`config.mk`:
```
export PLATFORM = sky130hd
export DESIGN_NAME = pmc_shift_engine
export DESIGN_NICKNAME = d
export VERILOG_FILES = /design/src/rtl/pmc_shift_engine.sv
export SDC_FILE = /design/constraint.sdc
export NUM_CORES = 2
export LEC_CHECK = 0
export ABC_AREA = 1
export BUFFER_PORTS_ARGS = -buffer_cell sky130_fd_sc_hd__buf_2
export CORE_MARGIN = 2
export CORE_UTILIZATION = 50
export DETAILED_ROUTE_END_ITERATION = 7
export MAX_ROUTING_LAYER = met4
export PLACE_DENSITY_LB_ADDON = 0.08
export SLEW_MARGIN = 20
export SYNTH_ARGS = -nofsm -noshare
export SYNTH_HDL_FRONTEND = slang
export SYNTH_SLANG_ARGS = --single-unit
```
`constraint.sdc`:
```
create_clock -name clk -period 4.08 [get_ports clk]
set_input_delay 1.224 -clock clk [delete_from_list [all_inputs] [get_ports clk]]
set_output_delay 1.224 -clock clk [all_outputs]
set_load 0.02 [all_outputs]
```
`src/rtl/pmc_shift_engine.sv`:
```
`default_nettype none
// ============================================================================
//  Module      : pmc_shift_engine
//  Description : Serial shift engine between the PMC register file and the
//                pixel matrix. Shifts CHANNELS parallel words out MSB-first
//                on mtx_din while generating clk_sh, and assembles the matrix
//                return lines into din words.
//  Config macro: PMC_SHIFT_LOOPBACK_EN adds a 'loopback' input that makes
//                capture use mtx_din instead of mtx_dout.
//  Revision    : 1.0 - initial release
// ============================================================================
module pmc_shift_engine #(
   parameter int CHANNELS = 16,
   parameter int WORD_W   = 32,
   parameter int CLK_DIV  = 2
) (
   input  logic                        clk,
   input  logic                        rst_n,
   input  logic                        start,
   input  logic [$clog2(WORD_W)-1:0]   bit_cnt,
   input  logic [CHANNELS*WORD_W-1:0]  dout,
   output logic [CHANNELS*WORD_W-1:0]  din,
   output logic                        busy,
   output logic                        done,
   output logic                        clk_sh,
   output logic [CHANNELS-1:0]         mtx_din,
   input  logic [CHANNELS-1:0]         mtx_dout
`ifdef PMC_SHIFT_LOOPBACK_EN
   ,
   input  logic                        loopback
`endif
);

   // Phase counter spans one clk_sh half-period; bit counter must hold WORD_W.
   localparam int c_PH_W  = $clog2(CLK_DIV + 1);
   localparam int c_BIT_W = $clog2(WORD_W + 1);
   localparam logic [c_PH_W-1:0]  c_PH_LAST = c_PH_W'(CLK_DIV - 1);
   localparam logic [c_BIT_W-1:0] c_WORD_N  = c_BIT_W'(WORD_W);

   typedef enum logic [1:0] {
      S_IDLE = 2'd0,
      S_LOW  = 2'd1,
      S_HIGH = 2'd2,
      S_DONE = 2'd3
   } state_t;

   state_t                     r_state;
   state_t                     w_state_nxt;
   logic [c_PH_W-1:0]          r_phase;
   logic [c_BIT_W-1:0]         r_bits_left;
   logic [WORD_W-1:0]          r_sh  [CHANNELS];
   logic [WORD_W-1:0]          r_cap [CHANNELS];
   logic [CHANNELS*WORD_W-1:0] r_din;

   logic [c_BIT_W-1:0]         w_n;
   logic [c_BIT_W-1:0]         w_shamt;
   logic                       w_phase_end;
   logic                       w_last_bit;
   logic [CHANNELS-1:0]        w_cap_src;

   // Requested length (0 encodes a full word) and the left shift that puts
   // bit N-1 of each word at the shift register MSB.
   assign w_n         = (bit_cnt == '0) ? c_WORD_N : c_BIT_W'(bit_cnt);
   assign w_shamt     = c_WORD_N - w_n;
   assign w_phase_end = (r_phase == c_PH_LAST);
   assign w_last_bit  = (r_bits_left == c_BIT_W'(1));
   assign din         = r_din;

`ifdef PMC_SHIFT_LOOPBACK_EN
   logic r_loopback;

   // Loopback selection is frozen for the whole transfer.
   always_ff @(posedge clk or negedge rst_n) begin
      if (!rst_n)
         r_loopback <= 1'b0;
      else if (r_state == S_IDLE && start)
         r_loopback <= loopback;
   end

   assign w_cap_src = r_loopback ? mtx_din : mtx_dout;
`else
   assign w_cap_src = mtx_dout;
`endif

   // State register.
   always_ff @(posedge clk or negedge rst_n) begin
      if (!rst_n)
         r_state <= S_IDLE;
      else
         r_state <= w_state_nxt;
   end

   // Next-state and Moore outputs; mtx_din only carries data while shifting.
   always_comb begin
      w_state_nxt = r_state;
      busy        = 1'b0;
      done        = 1'b0;
      clk_sh      = 1'b0;
      mtx_din     = '0;
      case (r_state)
         S_IDLE: begin
            if (start)
               w_state_nxt = S_LOW;
         end
         S_LOW: begin
            busy = 1'b1;
            for (int c = 0; c < CHANNELS; c++)
               mtx_din[c] = r_sh[c][WORD_W-1];
            if (w_phase_end)
               w_state_nxt = S_HIGH;
         end
         S_HIGH: begin
            busy   = 1'b1;
            clk_sh = 1'b1;
            for (int c = 0; c < CHANNELS; c++)
               mtx_din[c] = r_sh[c][WORD_W-1];
            if (w_phase_end)
               w_state_nxt = w_last_bit ? S_DONE : S_LOW;
         end
         S_DONE: begin
            done        = 1'b1;
            w_state_nxt = S_IDLE;
         end
         default: w_state_nxt = S_IDLE;
      endcase
   end

   // Half-period phase counter and remaining-bit counter.
   always_ff @(posedge clk or negedge rst_n) begin
      if (!rst_n) begin
         r_phase     <= '0;
         r_bits_left <= '0;
      end else begin
         case (r_state)
            S_IDLE: begin
               r_phase <= '0;
               if (start)
                  r_bits_left <= w_n;
            end
            S_LOW: begin
               r_phase <= w_phase_end ? '0 : r_phase + c_PH_W'(1);
            end
            S_HIGH: begin
               r_phase <= w_phase_end ? '0 : r_phase + c_PH_W'(1);
               if (w_phase_end)
                  r_bits_left <= r_bits_left - c_BIT_W'(1);
            end
            default: begin
               r_phase     <= '0;
               r_bits_left <= '0;
            end
         endcase
      end
   end

   // Output shift registers and capture registers. Capture happens on the
   // edge that raises clk_sh; the next output bit appears on the edge that
   // lowers it, so mtx_din is stable for a full half-period on each side.
   always_ff @(posedge clk or negedge rst_n) begin
      if (!rst_n) begin
         for (int c = 0; c < CHANNELS; c++) begin
            r_sh[c]  <= '0;
            r_cap[c] <= '0;
         end
      end else begin
         if (r_state == S_IDLE && start) begin
            for (int c = 0; c < CHANNELS; c++) begin
               r_sh[c]  <= dout[c*WORD_W +: WORD_W] << w_shamt;
               r_cap[c] <= '0;
            end
         end
         if (r_state == S_LOW && w_phase_end) begin
            for (int c = 0; c < CHANNELS; c++)
               r_cap[c] <= {r_cap[c][WORD_W-2:0], w_cap_src[c]};
         end
         if (r_state == S_HIGH && w_phase_end && !w_last_bit) begin
            for (int c = 0; c < CHANNELS; c++)
               r_sh[c] <= r_sh[c] << 1;
         end
      end
   end

   // Readback words are published only when a transfer completes.
   always_ff @(posedge clk or negedge rst_n) begin
      if (!rst_n) begin
         r_din <= '0;
      end else if (r_state == S_HIGH && w_phase_end && w_last_bit) begin
         for (int c = 0; c < CHANNELS; c++)
            r_din[c*WORD_W +: WORD_W] <= r_cap[c];
      end
   end

endmodule
`default_nettype wire

```
==> After elaboration in Yosys (flattened, before gate mapping) <==
Index checks and enable logic that the tools add are counted.
{ "op_classes": {"addsub": 3, "n_mul": 0, "n_div": 0, "n_lt_le_gt_ge": 0, "eq_ne": 8, "n_shift": 16, "mux": 19, "bitwise_logic": 1, "n_reduce_logical": 13} }
{ "ops": {"columns": ["op", "n"], "rows": [
  ["2-to-1 mux 512 bit", 4],
  ["left shift 32 x 6 -> 32 bit", 16],
  ["2-to-1 mux 6 bit", 3],
  ["case mux 6 bit (3 select lines)", 1],
  ["2-to-1 mux 16 bit", 1],
  ["2-to-1 mux 2 bit", 6],
  ["case mux 2 bit (4 select lines)", 1],
  ["equality test 6 x 1 -> 1 bit, second input constant", 1],
  ["inequality test 2 bit, second input constant", 3],
  ["AND reduction 3 bit", 2],
  ["subtractor 6 x 1 -> 6 bit, second input constant", 1],
  ["subtractor 6 bit, first input constant", 1],
  ["logical AND 1 bit", 5],
  ["zero test 5 bit", 1],
  ["equality test 2 x 1 -> 1 bit, second input constant", 2],
  ["equality test 2 bit, second input constant", 2],
  ["nonzero test 2 bit", 2],
  ["2-to-1 mux 1 bit", 3],
  ["adder 2 x 1 -> 2 bit, second input constant", 1],
  ["zero test 2 bit", 1],
  ["OR reduction 2 bit", 1],
  ["zero test 1 bit", 1],
  ["NOT 1 bit", 1]
]} }
{ "totals": {"ff_bits": 1546, "latchBits": 0, "ramBits": 0, "rom_bits": 0, "output_inout_bits": 531, "word_cells": 96, "mem_count": 0} }

==> Longest topological paths before layout <==
{ "logic_depth": {"depth_word": 6, "depth_mapped": 17, "mapped_depth_nobuf": 13} }

==> Least setup slack after synthesis <==
Ideal clock, no wire load.
{ "synth_path": {"kind": "input to register", "start": "input port bit_cnt[0]", "end": "register r_sh[209] (netlist name)", "setup_time_ps": 120, "t_arrival_ps": 3378, "path_slack_ps": 581, "stages": 16, "n_path_buf": 6, "path_cell_list": "buf_6 inv_2 buf_2 buf_1 ha_1 inv_1 buf_2 buf_2 clkbuf_1 nand3_1 nand3_1 nand2_1 nand2_1 nand2_1 o21ai_1 nand2_1"} }
{ "synth_via": {"elab_chain_len": 6} }
{ "synth_rtl": {"columns": ["element", "line", "source"], "rows": [
  ["from (decl)", "20", "input logic [$clog2(WORD_W)-1:0] bit_cnt,"],
  ["zero test 5 bit", "63", "assign w_n = (bit_cnt == '0) ? c_WORD_N : c_BIT_W'(bit_cnt);"],
  ["2-to-1 mux 6 bit *", "63", null],
  ["subtractor 6 bit *", "64", "assign w_shamt = c_WORD_N - w_n;"],
  ["left shift 32 x 6 -> 32 bit *", "168", "r_sh[c] <= dout[c*WORD_W +: WORD_W] << w_shamt;"],
  ["2-to-1 mux 512 bit *", "166", "if (r_state == S_IDLE && start) begin"],
  ["2-to-1 mux 512 bit *", "176", "if (r_state == S_HIGH && w_phase_end && !w_last_bit) begin"],
  ["to (signal, indexed assignment)", "168", null],
  ["to (signal, indexed assignment)", "178", "r_sh[c] <= r_sh[c] << 1;"],
  ["to (decl)", "51", "logic [WORD_W-1:0] r_sh [CHANNELS];"]
]} }
Mark *: on every way between the ends. The rest lies on a longest branch, timed or not. The select of a mux whose other input is x is not followed.
A chain may end at the register's enable or synchronous reset.

==> Worst setup path after layout <==
{ "layout_path": {"start": "register r_state[0]", "end": "output port mtx_din[12]"} }
{ "layout_via": {"elab_chain_len": 3, "elab_cells_between_ends": 4, "cone_classes": "2 x eq/ne; 1 x mux; 1 x reduce/logical"} }
{ "layout_rtl": {"columns": ["element", "line", "source"], "rows": [
  ["from (decl)", "47", "state_t r_state;"],
  ["from (signal assigned)", "90", "r_state <= w_state_nxt;"],
  ["equality test 2 x 1 -> 1 bit or equality test 2 bit (tied branches)", "100", "case (r_state)"],
  ["OR reduction 2 bit (no line) *", null, null],
  ["2-to-1 mux 16 bit *", "100", null],
  ["to (decl)", "26", "output logic [CHANNELS-1:0] mtx_din,"]
]} }
Mark *: on every way between the ends. The rest lies on a longest branch, timed or not.

==> out/qor.txt <==
CRITICAL PATH
------------------------------------------------------------------------------------------------------
Internal reg-to-reg setup slack .........................................................      0.87 ns
Largest fanout on the critical path .....................................................           13
Endpoint arrival time on the critical path ..............................................      2.68 ns
Class of the most critical setup path ...................................................      reg2out
Required time of the worst setup path ...................................................      2.86 ns
Nature of the critical path startpoint ..................................................     register
Type of element capturing the critical path .............................................  output port

DIE
------------------------------------------------------------------------------------------------------
Io pins .................................................................................         1067
Std-Cell Rows ...........................................................................          150
Effective utilization at floorplan ......................................................       50.39%
Die outline area ........................................................................   0.1720 mm2
Die height ..............................................................................     414.7 um
Horizontal die dimension ................................................................     414.7 um
Core Box Area ...........................................................................   0.1674 mm2

CTS
------------------------------------------------------------------------------------------------------
CTS tree ................................................................................          yes
Insertion delay of the later-clocked pin in the worst-skew pair .........................      0.84 ns
H-tree depth reported by CTS ............................................................            4
Clock transition at the register clock pins on the worst setup and hold paths after CTS .      0.06 ns
Total clock buffers created by CTS ......................................................          162
Clock tree root driver cell .............................................................    clkbuf_16
CTS max path bufs .......................................................................            3
Buffers inserted during post-CTS setup optimization .....................................            0
Clock Sink Count ........................................................................         1546

SYNTH
------------------------------------------------------------------------------------------------------
Cell types with the highest counts after synthesis ...................................... nand2_1 (3119), nand3_1 (2893), dfrtp_1 (1546)
Share of synthesized area occupied by flip-flops and latches ............................       45.86%
Number of synthesis warnings ............................................................            0
Count of flip-flops with a built-in enable after synthesis ..............................            0
Number of distinct library cells after synthesis ........................................           33
Synth Register Bits .....................................................................         1546
Top FF cell, synth ......................................................................      dfrtp_1
Post-synthesis net count ................................................................       11.98k
Leading post-synthesis cells by cell area ............................................... dfrtp_1 (46%), nand3_1 (17%), nand2_1 (14%), o21ai_0 (4.7%), o22ai_1 (4.2%)
Most common cell in the synthesized netlist .............................................      nand2_1
Area of the mapped netlist ..............................................................  0.08435 mm2
Share of the synthesized area in the top cell type ......................................       45.86%
Async set-reset flop share out of synthesis .............................................       100.0%
Synth area leader .......................................................................      dfrtp_1
Post-Syn Area per Cell ..................................................................    7.374 um2
Cells after synthesis ...................................................................       11.44k

STA
------------------------------------------------------------------------------------------------------
Worst rel slew slack ....................................................................       21.04%
Clock period minus final worst setup slack ..............................................     3.900 ns
Max Clk Rate ............................................................................    256.4 MHz
Slew at the pin closest to its max-slew limit ...........................................     1.184 ns
Max-slew violations .....................................................................            0
Total setup violations reported at the end of the flow ..................................            0
Maximum clock skew at final layout ......................................................   0.06488 ns
Unrepaired setup endpoints after global routing .........................................        false
Hold slack final ........................................................................    0.2754 ns
Number of hold-slack violations in the final timing report ..............................            0
Part of the cycle the worst path needs ..................................................       95.59%

FINISH
------------------------------------------------------------------------------------------------------
Final core utilization ..................................................................       58.61%
Post-route insts no fill ................................................................       14.52k
Fill cells ..............................................................................       15.03k
Final Instance Area .....................................................................  0.09811 mm2
Area added between synthesis and finish .................................................       16.31%
Proportion of layout cells with a drive suffix above 1 ..................................       14.27%
Final net count .........................................................................       12.62k

DETAILED ROUTING
------------------------------------------------------------------------------------------------------
Vias/cell ...............................................................................        6.253
Drt initial violations ..................................................................       14.59k
Iteration count of the initial detailed-routing pass ....................................            8
Via count ...............................................................................       90.80k
Number of remaining DRC errors ..........................................................            1
Routed wire length per instance .........................................................     26.36 um
Wirelength, routed ......................................................................     382.9 mm
Remaining number of nets flagged by the antenna check after routing .....................            0

GLOBAL ROUTE
------------------------------------------------------------------------------------------------------
GRT Resource Usage Total ................................................................       44.42%
Maximum number of pins on one net before global-route repair ............................          256
Initial antenna violation count .........................................................          135
Total global routing overflow ...........................................................            0
Via count of the first global-routing pass ..............................................       82.88k
Wire length of the first global-routing pass ............................................     558.6 mm

FLOW RUN
------------------------------------------------------------------------------------------------------
# Max-Cap Violations ....................................................................            0

PLACED DESIGN
------------------------------------------------------------------------------------------------------
Half-perimeter wire length of the detailed placement result .............................     280.3 mm
GP Congestion ...........................................................................        1.086
Placement Cell Area .....................................................................  0.09206 mm2
Total instance count after detailed placement ...........................................       14.12k
Number of port buffers ..................................................................         1066

PWR
------------------------------------------------------------------------------------------------------
VDD IR max ..............................................................................  0.0005226 V
Power density relative to cell area ..................................................... 546.6 mW/mm2
Leakage power ...........................................................................   0.04845 uW

STATUS
------------------------------------------------------------------------------------------------------
Failing checks ..........................................................................          DRC
Status .................................................................................. complete, but fails checks

WORST HOLD PATH
------------------------------------------------------------------------------------------------------
Type of the most critical hold path .....................................................     in2async

timing repair:
| item | CTS | global route |
|---|---|---|
| endpoints found under the setup margin | 11 | 0 |
| resized for setup | 1 | 0 |
| endpoints found under the hold margin | 0 | 0 |
| hold buffers | 0 | 0 |
registers in the layout (all words and copies together) (netlist names):
register	flops
r_bits_left	6
r_state	2
r_phase	2
r_cap	512
r_sh	512
din	512
cells by family (layout without fill, tap and decap cells):
family / count (synthesis) / in the layout / synth area share (%)
compound gates: 1684 / 1684 / 11.36
fa+ha+maj: 7 / 7 / 0.1038
buf+inv: 1821 / 2599 / 8.999
flops: 1546 / 1546 / 45.86
other cells: 0 / 100 / 0
simple gates: 6382 / 6382 / 33.67
through the flow:
stage	power (uW)	setup TNS [ns]	setup slack, ns
after floorplan	30500	0	0.5811
after global placement	36830	-0.1165	-0.1165
after detailed placement	37100	-0.04261	-0.04261
after CTS	53110	0	0.2066
after global routing	55990	0	0.1977
final	53630	0	0.1800
layout by cell type, fill, tap and decap left out, types with 25 or more instances in the layout:
cell type  instances
o21bai_1          36
diode_2          100
nor2_1           107
o221ai_1          76
clkbuf_16        162
o21ai_0          785
nand3_1         2893
or2_2             76
nand2_1         3114
nand3b_1         112
buf_2           1064
buf_12           104
nand4_1           48
dfrtp_1         1546
o22ai_1          560
clkbuf_1          28
inv_1            925
o21ai_1           51
clkinv_2          25
a21oi_1          142
clkbuf_8          41
buf_4            191
o211ai_1          30
where the power goes:
part | switching (uW) | internal [uW]
registers | 1260 | 18000
logic | 13000 | 5440
clock network | 6850 | 9100
final cells by class:
cell class	instances	area (um2)	share of cell area, %
inverter	937	3555	3.623
antenna	100	250.2	0.2550
timing repair buffer	1360	8856	9.026
sequential	1546	38690	39.43
clock buffer	231	4723	4.814
tap	2204	2758	2.811
clock inverter	71	1074	1.094
multi-input combinational	8073	38210	38.95
worst max-delay path, stage by stage (launching register included):
cell	delay, ns
dfrtp_1	0.40
inv_1	0.12
ha_4	0.65
nand2_1	0.28
inv_1	0.12
buf_2	0.22
path summary, 6_finish.rpt:
check | from | end | cells past startpoint
min in group clk | r_phase[0] | r_phase[0] | 1
hold / removal | rst_n | din[213] | 1
hold reg to reg | r_phase[0] | r_phase[0] | 1
setup reg to reg | r_state[0] | r_sh[53] | 11
setup / recovery | r_state[0] | mtx_din[12] | 5
max in group asynchronous | rst_n | din[146] | 2
metal layers:
| metal | global-route usage (%) | vias up | share of wire, % |
|---|---|---|---|
| met5 | - | - | 0 |
| met4 | 20.45 | 0 | 5.5 |
| met3 | 13.14 | 921 | 13 |
| met2 | 59.17 | 6239 | 41 |
| met1 | 61.78 | 43780 | 41 |
| li1 | - | 39870 | - |
(Power assumes the default switching activity.)
